==> src/rtl/uart_tx_arbiter_pkg.sv <==
// Shared types and constants for the console UART transmit arbiter.
package mexiko_uart_pkg;

   localparam int UART_BYTE_W     = 8;
   localparam int DEFAULT_TIMEOUT = 4096;

   typedef enum logic [1:0] {
      ST_IDLE = 2'd0,
      ST_WR   = 2'd1,
      ST_WAIT = 2'd2
   } arb_state_t;

   function automatic int idx_width(input int n);
      return (n > 1) ? $clog2(n) : 1;
   endfunction

endpackage

==> src/rtl/uart_tx_arbiter_if.sv <==
// Requester/transceiver bundle of the UART transmit arbiter.
// timeout_o exists only when MEXIKO_UART_ARB_TIMEOUT_EN is defined.
interface uart_tx_arbiter_if
   import mexiko_uart_pkg::*;
#(
   parameter int NUM_REQ = 2
);
   localparam int IDX_W = idx_width(NUM_REQ);

   logic [NUM_REQ-1:0]             req_valid_i;
   logic [UART_BYTE_W*NUM_REQ-1:0] req_data_i;
   logic [NUM_REQ-1:0]             req_last_i;
   logic [NUM_REQ-1:0]             req_ready_o;
   logic [UART_BYTE_W-1:0]         tx_data_o;
   logic                           tx_wr_o;
   logic                           tx_done_i;
   logic [IDX_W-1:0]               grant_o;
   logic                           locked_o;
   logic                           busy_o;
`ifdef MEXIKO_UART_ARB_TIMEOUT_EN
   logic                           timeout_o;
`endif

   modport master (
      output req_valid_i, req_data_i, req_last_i, tx_done_i,
      input  req_ready_o, tx_data_o, tx_wr_o, grant_o, locked_o, busy_o
`ifdef MEXIKO_UART_ARB_TIMEOUT_EN
      , input timeout_o
`endif
   );

   modport slave (
      input  req_valid_i, req_data_i, req_last_i, tx_done_i,
      output req_ready_o, tx_data_o, tx_wr_o, grant_o, locked_o, busy_o
`ifdef MEXIKO_UART_ARB_TIMEOUT_EN
      , output timeout_o
`endif
   );

endinterface

==> src/rtl/uart_tx_arbiter_rr_pick.sv <==
// Combinational round-robin search; a held lock restricts the choice to the owner.
module uart_rr_pick #(
   parameter int NUM_REQ = 2,
   parameter int IDX_W   = 1
) (
   input  logic [NUM_REQ-1:0] req,
   input  logic [IDX_W-1:0]   ptr,
   input  logic               lock,
   input  logic [IDX_W-1:0]   owner,
   output logic [IDX_W-1:0]   winner,
   output logic               found
);

   logic [IDX_W-1:0] cand;

   // Scan from farthest to nearest so the nearest valid requester after ptr wins.
   always_comb begin
      winner = owner;
      found  = 1'b0;
      cand   = '0;
      if (lock) begin
         found = req[owner];
      end else begin
         for (int i = NUM_REQ; i >= 1; i--) begin
            cand = IDX_W'((int'(ptr) + i) % NUM_REQ);
            if (req[cand]) begin
               winner = cand;
               found  = 1'b1;
            end
         end
      end
   end

endmodule

==> src/rtl/uart_tx_arbiter.sv <==
// Shares the console UART transmitter between NUM_REQ byte requesters with packet lock.
// Optional lock timeout: define MEXIKO_UART_ARB_TIMEOUT_EN.
//
// state   | meaning
// IDLE    | looking for a byte to accept (owner only while locked)
// WR      | tx_wr_o pulse to the transceiver
// WAIT    | byte on the wire, waiting for tx_done_i
module uart_tx_arbiter
   import mexiko_uart_pkg::*;
#(
   parameter int NUM_REQ = 2
`ifdef MEXIKO_UART_ARB_TIMEOUT_EN
   , parameter int TIMEOUT = DEFAULT_TIMEOUT
`endif
) (
   input logic              sys_clk_i,
   input logic              sys_rst_n_i,
   uart_tx_arbiter_if.slave bus
);

   localparam int IDX_W = idx_width(NUM_REQ);

   arb_state_t             state_q, state_d;
   logic [UART_BYTE_W-1:0] data_q, data_d;
   logic [IDX_W-1:0]       grant_q, grant_d;
   logic                   locked_q, locked_d;
   logic [NUM_REQ-1:0]     ready;
   logic [IDX_W-1:0]       pick_idx;
   logic                   pick_found;
   logic [UART_BYTE_W-1:0] pick_data;

`ifdef MEXIKO_UART_ARB_TIMEOUT_EN
   localparam logic [15:0] TO_LOAD = 16'(TIMEOUT - 1);
   logic [15:0] cnt_q, cnt_d;
   logic        timeout_q, timeout_d;
`endif

   uart_rr_pick #(
      .NUM_REQ (NUM_REQ),
      .IDX_W   (IDX_W)
   ) u_pick (
      .req    (bus.req_valid_i),
      .ptr    (grant_q),
      .lock   (locked_q),
      .owner  (grant_q),
      .winner (pick_idx),
      .found  (pick_found)
   );

   assign pick_data = bus.req_data_i[UART_BYTE_W*int'(pick_idx) +: UART_BYTE_W];

   always_comb begin
      state_d  = state_q;
      data_d   = data_q;
      grant_d  = grant_q;
      locked_d = locked_q;
      ready    = '0;
`ifdef MEXIKO_UART_ARB_TIMEOUT_EN
      cnt_d     = cnt_q;
      timeout_d = 1'b0;
`endif
      case (state_q)
         ST_IDLE: begin
            if (pick_found) begin
               ready[pick_idx] = 1'b1;
               data_d          = pick_data;
               grant_d         = pick_idx;
               locked_d        = ~bus.req_last_i[pick_idx];
               state_d         = ST_WR;
`ifdef MEXIKO_UART_ARB_TIMEOUT_EN
               cnt_d           = TO_LOAD;
`endif
            end
`ifdef MEXIKO_UART_ARB_TIMEOUT_EN
            // Not found while locked means the owner has gone quiet.
            else if (locked_q) begin
               if (cnt_q == '0) begin
                  locked_d  = 1'b0;
                  timeout_d = 1'b1;
                  cnt_d     = TO_LOAD;
               end else begin
                  cnt_d = cnt_q - 16'd1;
               end
            end
`endif
         end
         ST_WR:   state_d = ST_WAIT;
         ST_WAIT: if (bus.tx_done_i) state_d = ST_IDLE;
         default: state_d = ST_IDLE;
      endcase
   end

   always_ff @(posedge sys_clk_i or negedge sys_rst_n_i) begin
      if (!sys_rst_n_i) begin
         state_q  <= ST_IDLE;
         data_q   <= '0;
         grant_q  <= IDX_W'(NUM_REQ - 1);
         locked_q <= 1'b0;
      end else begin
         state_q  <= state_d;
         data_q   <= data_d;
         grant_q  <= grant_d;
         locked_q <= locked_d;
      end
   end

`ifdef MEXIKO_UART_ARB_TIMEOUT_EN
   always_ff @(posedge sys_clk_i or negedge sys_rst_n_i) begin
      if (!sys_rst_n_i) begin
         cnt_q     <= TO_LOAD;
         timeout_q <= 1'b0;
      end else begin
         cnt_q     <= cnt_d;
         timeout_q <= timeout_d;
      end
   end

   assign bus.timeout_o = timeout_q;
`endif

   // ready is combinational from valid, so mask it while reset is held.
   assign bus.req_ready_o = sys_rst_n_i ? ready : '0;
   assign bus.tx_data_o   = data_q;
   assign bus.tx_wr_o     = (state_q == ST_WR);
   assign bus.grant_o     = grant_q;
   assign bus.locked_o    = locked_q;
   assign bus.busy_o      = (state_q != ST_IDLE);

endmodule

==> src/flat_wrapper.sv <==
// flat-port wrapper written by rule: the top's interface ports become plain ports
module uart_tx_arbiter_flat import mexiko_uart_pkg::*;
#(
   parameter int NUM_REQ = 2

)
  (sys_clk_i, sys_rst_n_i, bus_req_valid_i, bus_req_data_i, bus_req_last_i, bus_tx_done_i, bus_req_ready_o, bus_tx_data_o, bus_tx_wr_o, bus_grant_o, bus_locked_o, bus_busy_o);
  uart_tx_arbiter_if #(.NUM_REQ(NUM_REQ)) bus_i ();
  input logic sys_clk_i;
  input logic sys_rst_n_i;
  input wire logic [$bits(bus_i.req_valid_i)-1:0] bus_req_valid_i;
  input wire logic [$bits(bus_i.req_data_i)-1:0] bus_req_data_i;
  input wire logic [$bits(bus_i.req_last_i)-1:0] bus_req_last_i;
  input wire logic [$bits(bus_i.tx_done_i)-1:0] bus_tx_done_i;
  output wire logic [$bits(bus_i.req_ready_o)-1:0] bus_req_ready_o;
  output wire logic [$bits(bus_i.tx_data_o)-1:0] bus_tx_data_o;
  output wire logic [$bits(bus_i.tx_wr_o)-1:0] bus_tx_wr_o;
  output wire logic [$bits(bus_i.grant_o)-1:0] bus_grant_o;
  output wire logic [$bits(bus_i.locked_o)-1:0] bus_locked_o;
  output wire logic [$bits(bus_i.busy_o)-1:0] bus_busy_o;
  assign bus_i.req_valid_i = bus_req_valid_i;
  assign bus_i.req_data_i = bus_req_data_i;
  assign bus_i.req_last_i = bus_req_last_i;
  assign bus_i.tx_done_i = bus_tx_done_i;
  assign bus_req_ready_o = bus_i.req_ready_o;
  assign bus_tx_data_o = bus_i.tx_data_o;
  assign bus_tx_wr_o = bus_i.tx_wr_o;
  assign bus_grant_o = bus_i.grant_o;
  assign bus_locked_o = bus_i.locked_o;
  assign bus_busy_o = bus_i.busy_o;
  uart_tx_arbiter #(.NUM_REQ(NUM_REQ)) u_core (.sys_clk_i(sys_clk_i), .sys_rst_n_i(sys_rst_n_i), .bus(bus_i));
endmodule
==> config.mk <==
export PLATFORM = sky130hd
export DESIGN_NAME = uart_tx_arbiter_flat
export DESIGN_NICKNAME = d
export VERILOG_FILES = /design/src/rtl/uart_tx_arbiter_pkg.sv /design/src/rtl/uart_tx_arbiter_if.sv /design/src/rtl/uart_tx_arbiter_rr_pick.sv /design/src/rtl/uart_tx_arbiter.sv /design/src/flat_wrapper.sv
export SDC_FILE = /design/constraint.sdc
export NUM_CORES = 1
export LEC_CHECK = 0
export BUFFER_PORTS_ARGS = -buffer_cell sky130_fd_sc_hd__buf_2
export CORE_MARGIN = 3
export CORE_UTILIZATION = 44
export DETAILED_ROUTE_END_ITERATION = 16
export PLACE_DENSITY = 0.79
export SETUP_SLACK_MARGIN = 0.15
export SYNTH_ARGS = -nofsm -noshare
export SYNTH_HDL_FRONTEND = slang
export SYNTH_SLANG_ARGS = --single-unit
==> constraint.sdc <==
create_clock -name sys_clk_i -period 1.63 [get_ports sys_clk_i]
set_input_delay 0.0815 -clock sys_clk_i [delete_from_list [all_inputs] [get_ports sys_clk_i]]
set_output_delay 0.0815 -clock sys_clk_i [all_outputs]
set_load 0.03 [all_outputs]
Word level (Yosys, flattened, before mapping) --
Index checks and enable logic that the tools add are counted.
Operators by class: add/sub/neg operators 2, $lt $le $gt $ge 5, equality and inequality tests 4, shift-type cells 1, mux-type cells 22, bitwise logic cells 1, reductions and logical operators 5
Operators with widths (count):
- variable part select 16 x 5 -> 8 bit | 1
- two-way mux 1 bit | 15
- two-way mux 2 bit | 5
- less-than comparator 1 x 2 -> 1 bit (second input constant) | 4
- one-hot mux 2 bit (3 select lines) | 1
- AND reduction 2 bit | 2
- adder 1 bit (second input constant) | 2
- equality test 2 x 1 -> 1 bit (second input constant) | 1
- equality test 2 bit (second input constant) | 1
- logical NOT 2 bit | 1
- != test 2 x 1 -> 1 bit (second input constant) | 1
- != test 2 bit (second input constant) | 1
- nonzero test 2 bit | 1
- demux 1 bit (select 1 bit) | 1
- greater-or-equal comparator 1 bit (second input constant) | 1
- logical AND 1 bit | 1
- inverter 1 bit | 1
Word-level totals: register bits 12, input bits 23, output and inout port bits 14

Logic depth before layout (Yosys ltp) --
Gate-level depths: netlist (run 1).
depth in word-level cells 13, gate-level depth with buffers 5, depth with buffers taken out 4

Modules after synthesis --
From an unflattened synthesis (run 1), not the netlist that was laid out.
Second synthesis, totals: cells, all modules 47, area total of the unflattened synthesis 700.7 um^2
Modules (own cells, without submodules):
- uart_tx_arbiter | instances 1, cells each 40, area each 653.1 um^2
- uart_rr_pick | instances 1, cells each 7, area each 47.5 um^2

Worst setup path after synthesis (run 1) --
Ideal clock, no wire load.
path type reg2out, start point register u_core.locked_q, in the netlist u_core.bus.locked_o, end point output bus_req_ready_o[1], arrival time 1.530 ns, required time 1.548 ns, slack 0.019 ns, cell stages (with the launch flop) 5, cell sequence dfrtp_1 -> clkbuf_2 -> nand3b_1 -> o2111ai_2 -> nor2_1
On the way: longest elaborated chain between the ends 8, elaborated cells between the ends (all ways) 10, classes of those cells order compare: 2; mux: 7; reduce/logical: 1
Ends and longest elaborated chain:
- from (decl) | line uart_tx_arbiter.sv:26 | logic locked_q, locked_d;
- from (signal assigned) | line uart_tx_arbiter.sv:103 | locked_q <= locked_d;
- two-way mux 1 bit | line uart_tx_arbiter_rr_pick.sv:21 | if (lock) begin
- less-than comparator 1 x 2 -> 1 bit (implied by the code) / greater-or-equal comparator 1 bit (equally long branches) | line uart_tx_arbiter.sv:65 | ready[pick_idx] = 1'b1;
- logical AND 1 bit (implied by the code) | line uart_tx_arbiter.sv:65
- two-way mux 1 bit (implied by the code) | line uart_tx_arbiter.sv:65
- demux 1 bit (select 1 bit)
- two-way mux 2 bit (*) | line uart_tx_arbiter.sv:64 | if (pick_found) begin
- two-way mux 2 bit (*) | line uart_tx_arbiter.sv:62 | case (state_q)
- two-way mux 2 bit (*) | line uart_tx_arbiter.sv:122 | assign bus.req_ready_o = sys_rst_n_i ? ready : '0;
- to (decl) | line flat_wrapper.sv:15 | output wire logic [$bits(bus_i.req_ready_o)-1:0] bus_req_ready_o;
Mark *: on every way between the ends. The rest lies on a longest branch, timed or not.

Final worst setup path (run 1) --
start point register u_core.grant_q, in the netlist u_core.bus.grant_o, end point output bus_req_ready_o[0]
On the way: longest elaborated chain between the ends 13, elaborated cells between the ends (all ways) 22, classes of those cells add/sub: 2; order compare: 2; mux: 17; reduce/logical: 1
Ends and longest elaborated chain:
- from (decl) | line uart_tx_arbiter.sv:25 | logic [IDX_W-1:0] grant_q, grant_d;
- from (signal assigned) | line uart_tx_arbiter.sv:97 | grant_q <= IDX_W'(NUM_REQ - 1);
- from (signal assigned) | line uart_tx_arbiter.sv:102 | grant_q <= grant_d;
- adder 1 bit | line uart_tx_arbiter_rr_pick.sv:25 | cand = IDX_W'((int'(ptr) + i) % NUM_REQ);
- two-way mux 1 bit (implied by the code) (2 in series) | line uart_tx_arbiter_rr_pick.sv:26 | if (req[cand]) begin
- two-way mux 1 bit (2 in series) | line uart_tx_arbiter_rr_pick.sv:26
- two-way mux 1 bit | line uart_tx_arbiter_rr_pick.sv:21
- less-than comparator 1 x 2 -> 1 bit (implied by the code) / greater-or-equal comparator 1 bit (equally long branches) | line uart_tx_arbiter.sv:65
- logical AND 1 bit (implied by the code) | line uart_tx_arbiter.sv:65
- two-way mux 1 bit (implied by the code) | line uart_tx_arbiter.sv:65
- demux 1 bit (select 1 bit)
- two-way mux 2 bit (*) | line uart_tx_arbiter.sv:64
- two-way mux 2 bit (*) | line uart_tx_arbiter.sv:62
- two-way mux 2 bit (*) | line uart_tx_arbiter.sv:122
Mark *: on every way between the ends. The rest lies on a longest branch, timed or not. The select of a mux whose other input is x is not followed.

==> results.txt, run 1 <==
----------------------------------------------------
[Power and ir drop]
  P_int ... 0.00115 W
  Sequential fraction of design power ... 0.256
  Worst-case vdd ir drop ... 1.33 mV
  Leakage Power ... 0.571 nW
  Switching power summed over all nets ... 0.00106 W
  Total power draw ... 0.00221 W
  Combinational share of power ... 0.654
  Clk network pwr share ... 0.090
  Ratio of total power to cell area ... 2020 nW/um^2
  Fraction of power spent switching nets ... 0.478

[Yosys]
  Number of warnings reported in the yosys synthesis log ... 0
  Synth Net Count ... 102
  Number of synthesized register bits ... 12
  Post-Syn Instances ... 79
  Seq/Total Area, Yosys ... 0.412
  Count of cell types in the netlist ... 23
  Synth Cell Area ... 732 um^2
  Mean cell area of the mapped netlist ... 9.27 um^2

[Global route]
  Total global routing overflow ... 0
  Initial antenna violation count ... 0
  Global-route total usage across every layer ... 0.193
  Global-route wire length before repair ... 2990 um
  Vias in the first global route ... 709
  Maximum number of pins on one net before global-route repair ... 14

[Floorplan]
  Die width ... 46.8 um
  Number of rows in the core area ... 14
  Die outline height ... 46.8 um
  Boundary pin count ... 37
  Total Die Area ... 2190 um^2
  Initial Utilization ... 0.475
  Core footprint ... 1540 um^2

[Detailed routing]
  Routed wire length per instance ... 13.9 um
  DR WL met3 ... 125 um
  DR top layer ... met4
  Vias per std cell ... 5.43
  Via count of the routed design ... 777
  Detailed router's first-iteration violation count ... 12
  Met2 Wirelength ... 1080 um
  Detailed-routing iteration count for the pre-antenna-repair pass ... 4
  Detail Route Antenna Nets ... 0
  DRC violation count after routing ... 0
  Total routed wire length on the met1 layer ... 738 um
  DRT Wirelength ... 1980 um

[Finish]
  Layout overhead on the synthesized area ... 49.6%
  Total Nets Final ... 151
  Commonest non-fill, non-tap cell in the layout ... sky130_fd_sc_hd__buf_2
  Final instance count without filler cells ... 143
  Antenna cells ... 0
  Proportion of layout cells with a drive suffix above 1 ... 0.551
  Most used cells in the layout excluding fill and tap cells ... sky130_fd_sc_hd__buf_2 (34), sky130_fd_sc_hd__inv_1 (19)

[Place]
  Post-placement cell count ... 130
  Half-perimeter wire length of the detailed placement result ... 1350 um
  Final weighted congestion in routability-driven placement ... 0.754
  Number of I/O port buffers ... 36

[Setup path]
  Critical path fanouts, max ... 5
  Longest individual stage delay on the worst path ... 0.59 ns
  Register-to-Register Setup Slack ... 0.15 ns
  Worst setup SP type ... flop
  Chain of cells forming the critical path ... or3b_4 -> nand4_1 -> nor2_2 -> buf_6
  Startpoint-to-endpoint class of the critical path ... reg -> out
  Depth of the worst register-to-register path ... 5
  Crit path from ... u_core.bus.grant_o$_DFFE_PN1P_
  Arrival time worst endpoint ... 1.45 ns
  Cell with the biggest individual delay on the critical path ... sky130_fd_sc_hd__dfstp_2
  Worst Path Required ... 1.55 ns
  Worst reg2reg endpoint ... u_core.bus.tx_data_o[0]$_DFFE_PN0P_
  Timing endpoint of the critical path ... bus_req_ready_o[0]
  Reg-to-reg startpoint ... u_core.bus.grant_o$_DFFE_PN1P_
  CP endpoint kind ... output port

[Clock network]
  CTS tree ... built
  Clock-pin slew on the worst setup and hold paths ... 0.07 ns
  H-Tree Depth ... 1
  Clock net sink count ... 12
  Clock latency at the later pin of the worst-skew pair ... 0.27 ns
  Maximum number of buffers from clock root to sink ... 2
  Library cell used as clock root buffer ... sky130_fd_sc_hd__clkbuf_4
  Number of buffers created by CTS ... 3

[STA]
  Share of the clock period used by the worst path ... 0.940
  Max-slew violation count ... 0
  Final hold violations ... 0
  Final setup violation count ... 0
  Final total negative setup slack ... 0 ns
  Achievable Freq ... 653 MHz
  Period minus WS final ... 1.53 ns
  Slew at the pin with the worst max-slew slack ... 0.281 ns
  Headroom to the max-slew limit ... 0.812
  Clock Skews ... 0.00841 ns
  Setup repair after global routing missed its margin ... yes

[Job]
  Number of max-cap violations ... 0

[Outcome]
  Result of the run ... completed

[Hold path]
  Worst min path class ... in -> reg

----------------------------------------------------
==> Yosys cell counts <==
master                      instances  share of area
sky130_fd_sc_hd__a211oi_4           1          0.027
sky130_fd_sc_hd__a21o_1             1          0.010
sky130_fd_sc_hd__a21oi_1            1         0.0068
sky130_fd_sc_hd__a31oi_1            1         0.0086
sky130_fd_sc_hd__and2_2             8          0.082
sky130_fd_sc_hd__buf_4              1          0.010
sky130_fd_sc_hd__buf_6              2          0.031
sky130_fd_sc_hd__clkbuf_1           1         0.0051
sky130_fd_sc_hd__clkbuf_2           1         0.0068
sky130_fd_sc_hd__dfrtp_1           11           0.38
sky130_fd_sc_hd__dfstp_2            1          0.036
sky130_fd_sc_hd__inv_1             19          0.097
sky130_fd_sc_hd__mux2i_2            1          0.019
sky130_fd_sc_hd__nand2_2            1         0.0086
sky130_fd_sc_hd__nand3b_1           1          0.010
sky130_fd_sc_hd__nand4_1            9          0.077
sky130_fd_sc_hd__nor2_1             5          0.026
sky130_fd_sc_hd__nor2b_1            1         0.0086
sky130_fd_sc_hd__nor3_1             1         0.0068
sky130_fd_sc_hd__o2111ai_2          1          0.021
sky130_fd_sc_hd__o21ai_0            1         0.0068
sky130_fd_sc_hd__o221ai_1           9           0.11
sky130_fd_sc_hd__or3b_1             1          0.012
==> per-stage QoR <==
step,hold WS [ns],utilization,cell area [um^2],worst slack [ns]
after CTS,0.0264,0.685,1060,0.0833
after global routing,0.0351,0.710,1090,0.0302
after detailed placement,-0.0179,0.603,930,0.0934
after global placement,-0.0212,0.603,930,0.151
after floorplan,-0.214,-,747,0.124
final,0.0236,0.710,1090,0.0974
==> worst min path at each step <==
stage | from | cells past startpoint | slack (ns) | end
global route | bus_req_last_i[1] | 2 | 0.04 | u_core.bus.locked_o$_DFFE_PN0P_
CTS | bus_req_last_i[1] | 2 | 0.03 | u_core.bus.locked_o$_DFFE_PN0P_
detailed placement | sys_rst_n_i | 1 | -0.02 | u_core.bus.tx_data_o[0]$_DFFE_PN0P_
finish | bus_req_last_i[1] | 2 | 0.02 | u_core.bus.locked_o$_DFFE_PN0P_
floorplan | sys_rst_n_i | 0 | -0.21 | u_core.bus.locked_o$_DFFE_PN0P_
global placement | sys_rst_n_i | 1 | -0.02 | u_core.bus.tx_data_o[5]$_DFFE_PN0P_
==> registers in the layout, indices dropped and copies added, names as in the netlist <==
register,count
u_core.state_q,2
u_core.bus.tx_data_o,8
u_core.bus.locked_o,1
u_core.bus.grant_o,1
==> power groups by stage <==
stage               logic, W  clock network [W]  registers [W]
global placement     0.00111                  0       0.000560
floorplan           0.000637                  0       0.000793
detailed placement   0.00114                  0       0.000571
finish               0.00144           0.000198       0.000566
global route         0.00156           0.000219       0.000587
CTS                  0.00136           0.000201       0.000561
==> critical path: cells and delay by family (launching register included) <==
kind	cells	cell delay [ns]
DFF	1	0.59
and+or+nand+nor	3	0.45
buffers and inverters	1	0.14
==> routing by layer <==
layer	vias to the layer above	GRT usage
met2	30	0.336
met3	4	0.0421
met4	0	0.0663
met5	-	0
li1	369	-
met1	374	0.233
==> final cells by class <==
cell class,instances,area (um^2)
timing repair buffer,49,313
fill,135,447
multi-input combinational,43,360
clock buffer,4,26.3
inverter,19,71.3
sequential,12,304
tap,16,20.0
==> logic make-up after synthesis <==
logic type	synth area share
AND/OR/NAND/NOR	0.231
multiplexers	0.0188
AO/OA/AOI/OAI	0.188
buffers and inverters	0.150
flip-flops	0.412
==> repair_timing <==
item / in CTS / in global routing
hold buffers: 1 / 0
setup endpoints to repair: 10 / 11
pin swaps: 3 / 2
endpoints found under the hold margin: 12 / 0
buffers inserted: 5 / 3
resized for setup: 8 / 5
No activity file was read; power rests on OpenSTA's default activity.
==> inputs of run 2 (changes only) <==
--- a/config.mk
+++ b/config.mk
@@ -9,7 +9,7 @@
 export CORE_MARGIN = 3
 export CORE_UTILIZATION = 44
 export DETAILED_ROUTE_END_ITERATION = 16
-export PLACE_DENSITY = 0.79
+export PLACE_DENSITY = 0.81
 export SETUP_SLACK_MARGIN = 0.15
 export SYNTH_ARGS = -nofsm -noshare
 export SYNTH_HDL_FRONTEND = slang
==> run 2 against run 1 <==
Clock skew rose by 0.0046 ns; combinational power rose by 11%; power rose by 7.5%; via count rose by 0.13%; largest power group unchanged.
==> results.txt, run 2 (synthesis results as in run 1) <==
----------------------------------------------------
[Detailed routing]
  Detailed-routing iteration count for the pre-antenna-repair pass ... 6 (+2)
  Detail Route Antenna Nets ... 0 (unchanged)
  Via count of the routed design ... 778 (+0.13%)
  Detailed router's first-iteration violation count ... 13 (+1)
  Routed wire length per instance ... 14.4 um (+3.8%)
  Vias per std cell ... 5.19 (-4.5%)
  DRT Wirelength ... 2160 um (+8.9%)
  DRC violation count after routing ... 0 (unchanged)

[Clock network]
  Maximum number of buffers from clock root to sink ... 2 (unchanged)
  Clock latency at the later pin of the worst-skew pair ... 0.28 ns (about the same)
  CTS tree ... built
  Library cell used as clock root buffer ... sky130_fd_sc_hd__clkbuf_4
  Clock-pin slew on the worst setup and hold paths ... 0.09 ns (+0.02 ns)
  H-Tree Depth ... 1 (unchanged)
  Number of buffers created by CTS ... 3 (unchanged)
  Clock net sink count ... 12 (unchanged)

[Setup path]
  Chain of cells forming the critical path ... or3b_4 -> nand4_1 -> nor2_2 -> buf_6
  Reg-to-reg startpoint ... u_core.bus.locked_o$_DFFE_PN0P_
  CP endpoint kind ... output port
  Worst reg2reg endpoint ... u_core.bus.tx_data_o[5]$_DFFE_PN0P_
  Register-to-Register Setup Slack ... 0.17 ns (+0.02 ns)
  Longest individual stage delay on the worst path ... 0.45 ns (-0.14 ns)
  Worst setup SP type ... flop
  Arrival time worst endpoint ... 1.44 ns (about the same)
  Worst Path Required ... 1.55 ns (about the same)
  Depth of the worst register-to-register path ... 5 (unchanged)
  Critical path fanouts, max ... 3 (-2)
  Cell with the biggest individual delay on the critical path ... sky130_fd_sc_hd__dfrtp_2
  Startpoint-to-endpoint class of the critical path ... reg -> out

[Floorplan]
  Number of rows in the core area ... 14 (unchanged)
  Total Die Area ... 2190 um^2 (unchanged)
  Die outline height ... 46.8 um (unchanged)
  Boundary pin count ... 37 (unchanged)
  Core footprint ... 1540 um^2 (unchanged)
  Die width ... 46.8 um (unchanged)
  Initial Utilization ... 0.475 (unchanged)

[STA]
  Achievable Freq ... 657 MHz (+0.64%)
  Headroom to the max-slew limit ... 0.797 (-0.0148)
  Max-slew violation count ... 0 (unchanged)
  Slew at the pin with the worst max-slew slack ... 0.305 ns (+0.0243 ns)
  Period minus WS final ... 1.52 ns (-0.00967 ns)
  Final hold violations ... 0 (unchanged)
  Final setup violation count ... 0 (unchanged)
  Share of the clock period used by the worst path ... 0.934 (-0.00593)
  Clock Skews ... 0.0130 ns (+0.00461 ns)
  Setup repair after global routing missed its margin ... yes
  Final total negative setup slack ... 0 ns (unchanged)

[Finish]
  Total Nets Final ... 158 (+4.6%)
  Commonest non-fill, non-tap cell in the layout ... sky130_fd_sc_hd__buf_2
  Flip-flop count of the largest register, all copies and words added ... 8 (unchanged)
  Proportion of layout cells with a drive suffix above 1 ... 0.582 (+0.0309)
  Antenna cells ... 0 (unchanged)
  Util after Layout ... 0.756 (+0.0463)
  Layout overhead on the synthesized area ... 59.3%
  Most used cells in the layout excluding fill and tap cells ... sky130_fd_sc_hd__buf_2 (34), sky130_fd_sc_hd__inv_1 (19), sky130_fd_sc_hd__buf_4 (14)

[Global route]
  Global-route total usage across every layer ... 0.195 (+0.00268)
  Maximum number of pins on one net before global-route repair ... 14 (unchanged)
  Total global routing overflow ... 0 (unchanged)
  Initial antenna violation count ... 0 (unchanged)
  Global-route wire length before repair ... 3050 um (+1.8%)
  Vias in the first global route ... 700 (-1.3%)

[Outcome]
  Result of the run ... completed

[Job]
  Number of max-cap violations ... 0 (unchanged)

[Power and ir drop]
  Ratio of total power to cell area ... 2030 nW/um^2 (+0.89%)
  Leakage Power ... 0.609 nW (+6.6%)
  Worst-case vdd ir drop ... 1.36 mV (+2.1%)
  Total power draw ... 0.00237 W (+7.5%)

[Place]
  Half-perimeter wire length of the detailed placement result ... 1340 um (-0.65%)
  Final weighted congestion in routability-driven placement ... 0.793 (+5.2%)
  Number of I/O port buffers ... 36 (unchanged)

[Hold path]
  Hold Path Depth ... 2 (unchanged)
  Worst min path class ... in -> reg
  Capture endpoint of the worst hold path ... u_core.bus.locked_o$_DFFE_PN0P_
  Worst hold start ... bus_req_last_i[1]

----------------------------------------------------
run 2: cell types whose count changed in the layout (fill, tap and decap cells not counted):
cell | before | now
sky130_fd_sc_hd__o221ai_1 | 9 | 7
sky130_fd_sc_hd__buf_6 | 4 | 6
sky130_fd_sc_hd__dfrtp_2 | 2 | 1
sky130_fd_sc_hd__dfrtp_1 | 9 | 10
sky130_fd_sc_hd__buf_4 | 9 | 14
sky130_fd_sc_hd__o221ai_2 | 0 | 2
run 2: per-layer routing:
layer / share of wire / track usage / routed length (um) / vias up
met5: 0 / 0 / 0 / -
li1: - / - / - / 384
met1: 0.41 / 0.264 / 888 / 355
met2: 0.51 / 0.322 / 1100 / 34
met4: 0.016 / 0.0663 / 34 / 0
met3: 0.065 / 0.0230 / 140 / 5
run 2: layout make-up:
type | instances | area [um^2]
Tap cell | 16 | 20.0
Multi-Input combinational cell | 43 | 373
Fill cell | 113 | 375
Inverter | 19 | 71.3
Clock buffer | 4 | 26.3
Sequential cell | 12 | 303
Timing Repair Buffer | 56 | 373
run 2: how the worst max path moves through the flow:
stage	depth (start not counted)	slack (ns)	from	to
after CTS	4	0.11	u_core.bus.locked_o$_DFFE_PN0P_	bus_req_ready_o[0]
after global routing	5	0.07	u_core.state_q[0]$_DFFE_PN0P_	bus_req_ready_o[0]
after floorplan	5	0.12	u_core.bus.locked_o$_DFFE_PN0P_	u_core.bus.locked_o$_DFFE_PN0P_
final	4	0.11	u_core.bus.locked_o$_DFFE_PN0P_	bus_req_ready_o[0]
after detailed placement	4	0.11	u_core.state_q[1]$_DFFE_PN0P_	u_core.bus.tx_data_o[5]$_DFFE_PN0P_
after global placement	3	0.16	u_core.bus.grant_o$_DFFE_PN1P_	u_core.bus.tx_data_o[0]$_DFFE_PN0P_
run 2: what timing repair did:
item	in CTS	in global routing
hold buffers	1	0
setup buffers	12	3
endpoints found under the setup margin	10	10
pin swaps	3	3
hold endpoints to repair	12	0
resized for setup	9	7
run 2: power breakdown:
part / internal (W) / switching [W] / leakage [nW] / total, W
clock: 0.0000950 / 0.000109 / 0.0150 / 0.000204
combinational: 0.000709 / 0.000889 / 0.449 / 0.00160
sequential: 0.000459 / 0.000112 / 0.145 / 0.000570
total: 0.00126 / 0.00111 / 0.609 / 0.00237
run 2: worst max-delay path: cells and delay by family, from the launching register on:
kind	cells	cell delay, ns
buffers and inverters	1	0.13
AND/OR/NAND/NOR	3	0.57
flip-flops	1	0.45
run 2: per-stage QoR:
step | std cells | hold WS [ns] | area (um^2) | setup slack, ns
CTS | 147 | 0.0278 | 1110 | 0.112
finish | 150 | 0.0111 | 1170 | 0.107
global placement | 130 | -0.0194 | 930 | 0.156
detailed placement | 130 | -0.0183 | 930 | 0.113
floorplan | 79 | -0.214 | 747 | 0.124
global route | 150 | 0.0429 | 1170 | 0.0697
==> inputs of run 3 (changes only) <==
--- a/config.mk
+++ b/config.mk
@@ -6,11 +6,14 @@
 export NUM_CORES = 1
 export LEC_CHECK = 0
 export BUFFER_PORTS_ARGS = -buffer_cell sky130_fd_sc_hd__buf_2
+export CELL_PAD_IN_SITES_DETAIL_PLACEMENT = 1
+export CELL_PAD_IN_SITES_GLOBAL_PLACEMENT = 1
 export CORE_MARGIN = 3
-export CORE_UTILIZATION = 44
+export CORE_UTILIZATION = 33
 export DETAILED_ROUTE_END_ITERATION = 16
-export PLACE_DENSITY = 0.81
+export PLACE_DENSITY = 0.8
 export SETUP_SLACK_MARGIN = 0.15
 export SYNTH_ARGS = -nofsm -noshare
 export SYNTH_HDL_FRONTEND = slang
+export SYNTH_HIERARCHICAL = 1
 export SYNTH_SLANG_ARGS = --single-unit
==> run 3 against run 2 <==
The flow now finishes with violations (setup timing); sequential share of layout area grew 2.8 points; register-to-register slack got worse by 0.39 ns; global-route usage shrank 6.0 points; clock skew is 0.0051 ns lower; clock-buffer cell count stayed put; critical path type unchanged; maximum frequency decreased by 18%; clock power about the same.
==> results.txt, run 3 <==
----------------------------------------------------
[Clock network]
  Clock net sink count ... 12 (unchanged)
  Clock latency at the later pin of the worst-skew pair ... 0.28 ns (about the same)
  Clock-pin slew on the worst setup and hold paths ... 0.08 ns (about the same)
  Library cell used as clock root buffer ... sky130_fd_sc_hd__clkbuf_4
  CTS tree ... built
  Number of buffers created by CTS ... 3 (unchanged)
  H-Tree Depth ... 1 (unchanged)
  Maximum number of buffers from clock root to sink ... 2 (unchanged)

[Floorplan]
  Initial Utilization ... 0.354 (-0.121)
  Die outline height ... 52.1 um (+11%)
  Total Die Area ... 2710 um^2 (+24%)
  Number of rows in the core area ... 16 (+2)
  Die width ... 52.1 um (+11%)
  Core footprint ... 1980 um^2 (+29%)
  Boundary pin count ... 37 (unchanged)

[Yosys]
  Count of cell types in the netlist ... 20 (-13%)
  EDFF count, synth ... 0 (unchanged)
  Area share of the leading cell type in the synthesized netlist ... 0.393 (+0.0168)
  Synth Cell Area ... 701 um^2 (-4.3%)
  Post-Syn Instances ... 47 (-41%)
  Mean cell area of the mapped netlist ... 14.9 um^2 (+61%)
  Leading cell types by count after synthesis ... sky130_fd_sc_hd__mux2_4 (13), sky130_fd_sc_hd__dfrtp_1 (11), sky130_fd_sc_hd__mux2_2 (5), sky130_fd_sc_hd__nand2b_1 (2)
  Cell accounting for the most synthesized area ... sky130_fd_sc_hd__dfrtp_1
  Number of warnings reported in the yosys synthesis log ... 6 (+6)
  Most used standard cell by instance count after synthesis ... sky130_fd_sc_hd__mux2_4
  Async SR Flop Fraction ... 1.00 (unchanged)
  Number of synthesized register bits ... 12 (unchanged)
  Most instantiated flip-flop cell in the synthesis netlist ... sky130_fd_sc_hd__dfrtp_1
  Seq/Total Area, Yosys ... 0.430 (+0.0184)
  Synth Net Count ... 70 (-31%)
  Top cells by area, synth ... sky130_fd_sc_hd__dfrtp_1 (39%), sky130_fd_sc_hd__mux2_4 (28%), sky130_fd_sc_hd__mux2_2 (8.0%)

[Place]
  Placed standard-cell area ... 916 um^2 (-1.5%)
  Final weighted congestion in routability-driven placement ... 0.576 (-27%)
  Number of I/O port buffers ... 36 (unchanged)
  Post-placement cell count ... 111 (-15%)
  Half-perimeter wire length of the detailed placement result ... 1320 um (-1.1%)

[Finish]
  Antenna cells ... 0 (unchanged)
  Util after Layout ... 0.530 (-0.227)
  Multi-input logic area ... 399 um^2 (+7.0%)
  Sequential cell area ... 302 um^2 (-0.41%)
  Flip-flop count of the largest register, all copies and words added ... 8 (unchanged)
  Cell area after layout ... 1050 um^2 (-10%)
  Layout overhead on the synthesized area ... 49.8%
  Commonest non-fill, non-tap cell in the layout ... sky130_fd_sc_hd__buf_2
  Total Nets Final ... 120 (-24%)
  Final instance count without filler cells ... 123 (-18%)
  Proportion of layout cells with a drive suffix above 1 ... 0.792 (+0.210)
  Most used cells in the layout excluding fill and tap cells ... sky130_fd_sc_hd__buf_2 (34), sky130_fd_sc_hd__mux2_4 (14), sky130_fd_sc_hd__dfrtp_1 (11)
  Number of inserted filler cells in the final layout ... 224 (+98%)

[Global route]
  Initial antenna violation count ... 0 (unchanged)
  Maximum number of pins on one net before global-route repair ... 15 (+1)
  Global-route total usage across every layer ... 0.135 (-0.0603)
  Total global routing overflow ... 0 (unchanged)
  Global-route wire length before repair ... 2590 um (-15%)
  Vias in the first global route ... 553 (-21%)

[Setup path]
  Chain of cells forming the critical path ... a21boi_1 -> o22a_2 -> nor3b_4 -> buf_6 -> and3b_2 -> buf_6
  Combined buffer and inverter count along the critical path ... 2 (+1)
  Worst setup SP type ... flop
  CP endpoint kind ... output port
  Kind of cell with the highest combined delay on the critical path ... flip-flops
  Critical path fanouts, max ... 6 (+3)
  Worst Path Required ... 1.55 ns (about the same)
  Arrival time worst endpoint ... 1.77 ns (+0.33 ns)
  Cell with the biggest individual delay on the critical path ... sky130_fd_sc_hd__dfstp_2
  Longest individual stage delay on the worst path ... 0.59 ns (+0.14 ns)
  Startpoint-to-endpoint class of the critical path ... reg -> out
  Most frequent cell on the critical path ... sky130_fd_sc_hd__buf_6

[STA]
  Period minus WS final ... 1.85 ns (+0.326 ns)
  Headroom to the max-slew limit ... 0.791 (-0.00529)
  Slew at the pin with the worst max-slew slack ... 0.313 ns (+0.00793 ns)
  Final hold violations ... 0 (unchanged)
  Share of the clock period used by the worst path ... 1.13 (+0.200)
  Final setup violation count ... 12 (+12)
  PnR worst setup slack ... -0.219 ns (-0.326 ns)
  Setup repair after global routing missed its margin ... yes
  Clock Skews ... 0.00792 ns (-0.00510 ns)
  Final total negative setup slack ... -2.26 ns (-2.26 ns)
  Achievable Freq ... 541 MHz (-18%)
  Worst Hold Slack ... 0.139 ns (+0.128 ns)
  Max-slew violation count ... 0 (unchanged)

[Detailed routing]
  DRC violation count after routing ... 0 (unchanged)
  Routed wire length per instance ... 17.0 um (+18%)
  Detailed router's first-iteration violation count ... 0 (-13)
  Vias per std cell ... 4.75 (-8.5%)
  Detailed-routing iteration count for the pre-antenna-repair pass ... 1 (-5)
  DRT Wirelength ... 2090 um (-3.1%)
  Detail Route Antenna Nets ... 0 (unchanged)
  Via count of the routed design ... 584 (-25%)

[Hold path]
  Worst min path class ... in -> reg

[Power and ir drop]
  Ratio of total power to cell area ... 2280 nW/um^2 (+12%)
  Combinational share of power ... 0.665 (-0.009)
  Worst-case vdd ir drop ... 0.978 mV (-28%)
  Sequential fraction of design power ... 0.251 (+0.011)
  Clk network pwr share ... 0.084 (-0.002)
  Leakage Power ... 0.551 nW (-9.5%)
  P_int ... 0.00139 W (+9.9%)
  Fraction of power spent switching nets ... 0.420 (-0.0477)
  Switching power summed over all nets ... 0.00100 W (-9.4%)

[Job]
  Number of max-cap violations ... 0 (unchanged)

[Outcome]
  Violations in the final reports ... setup timing
  Result of the run ... finished with violations

----------------------------------------------------
run 3: per-layer routing:
layer	share of wire	vias to the layer above	global-route usage
met3	0.043	5	0.0115
met2	0.56	21	0.243
met5	0	-	0
li1	-	271	-
met4	0.022	0	0.0917
met1	0.37	287	0.148
run 3: power by group through the flow:
stage	sequential, W	combinational, W	clock [W]
after detailed placement	0.000597	0.00135	0
after global placement	0.000577	0.00131	0
after floorplan	0.000831	0.000814	0
after CTS	0.000593	0.00145	0.000202
final	0.000600	0.00159	0.000202
after global routing	0.000625	0.00167	0.000222
run 3: stage by stage:
stage / power, W / setup slack, ns
floorplan: 0.00165 / -0.135
finish: 0.00239 / -0.219
global route: 0.00252 / -0.269
global placement: 0.00189 / -0.0160
detailed placement: 0.00194 / -0.0872
CTS: 0.00225 / -0.198
run 3: final cells by class:
| cell class | count | share of cell area |
|---|---|---|
| multi-input combinational | 33 | 0.380 |
| sequential | 12 | 0.287 |
| timing repair buffer | 46 | 0.272 |
| tap | 27 | 0.0322 |
| clock buffer | 4 | 0.0250 |
| inverter | 1 | 0.00358 |
run 3: cells by family after synthesis:
group | after synthesis | synth area share
muxes | 19 | 0.373
AOI/OAI and AO/OA | 4 | 0.0518
and+or+nand+nor | 9 | 0.102
DFF | 12 | 0.430
buffers and inverters | 3 | 0.0428
run 3: worst register-to-register path: stages, from the launching register on:
cell	delay [ns]
sky130_fd_sc_hd__dfstp_2	0.59
sky130_fd_sc_hd__nand2b_1	0.12
sky130_fd_sc_hd__o22a_2	0.14
sky130_fd_sc_hd__nor3b_4	0.21
sky130_fd_sc_hd__buf_4	0.15
sky130_fd_sc_hd__buf_6	0.10
sky130_fd_sc_hd__buf_6	0.10
sky130_fd_sc_hd__mux2_2	0.33
run 3: timing repair:
item / CTS / global route
endpoints found under the setup margin: 12 / 12
setup buffers: 3 / 3
endpoints found under the hold margin: 12 / 0
cloned: 0 / 1
pin swaps: 1 / 1
hold buffers: 1 / 0
gates resized for setup: 7 / 3
run 3: path summary, 6_finish.rpt:
kind / startpoint / endpoint / slack, ns / cells past startpoint
max: u_core/bus.grant_o$_DFFE_PN1P_ / bus_req_ready_o[0] / -0.22 / 6
min: bus_tx_done_i / u_core/state_q[1]$_DFFE_PN0P_ / 0.14 / 3
max reg2reg: u_core/bus.grant_o$_DFFE_PN1P_ / u_core/bus.locked_o$_DFFE_PN0P_ / -0.22 / 7
min reg2reg: u_core/bus.tx_data_o[5]$_DFFE_PN0P_ / u_core/bus.tx_data_o[5]$_DFFE_PN0P_ / 0.51 / 1
max in group asynchronous: sys_rst_n_i / u_core/bus.grant_o$_DFFE_PN1P_ / 1.08 / 2
min in group asynchronous: sys_rst_n_i / u_core/bus.tx_data_o[1]$_DFFE_PN0P_ / 0.25 / 2
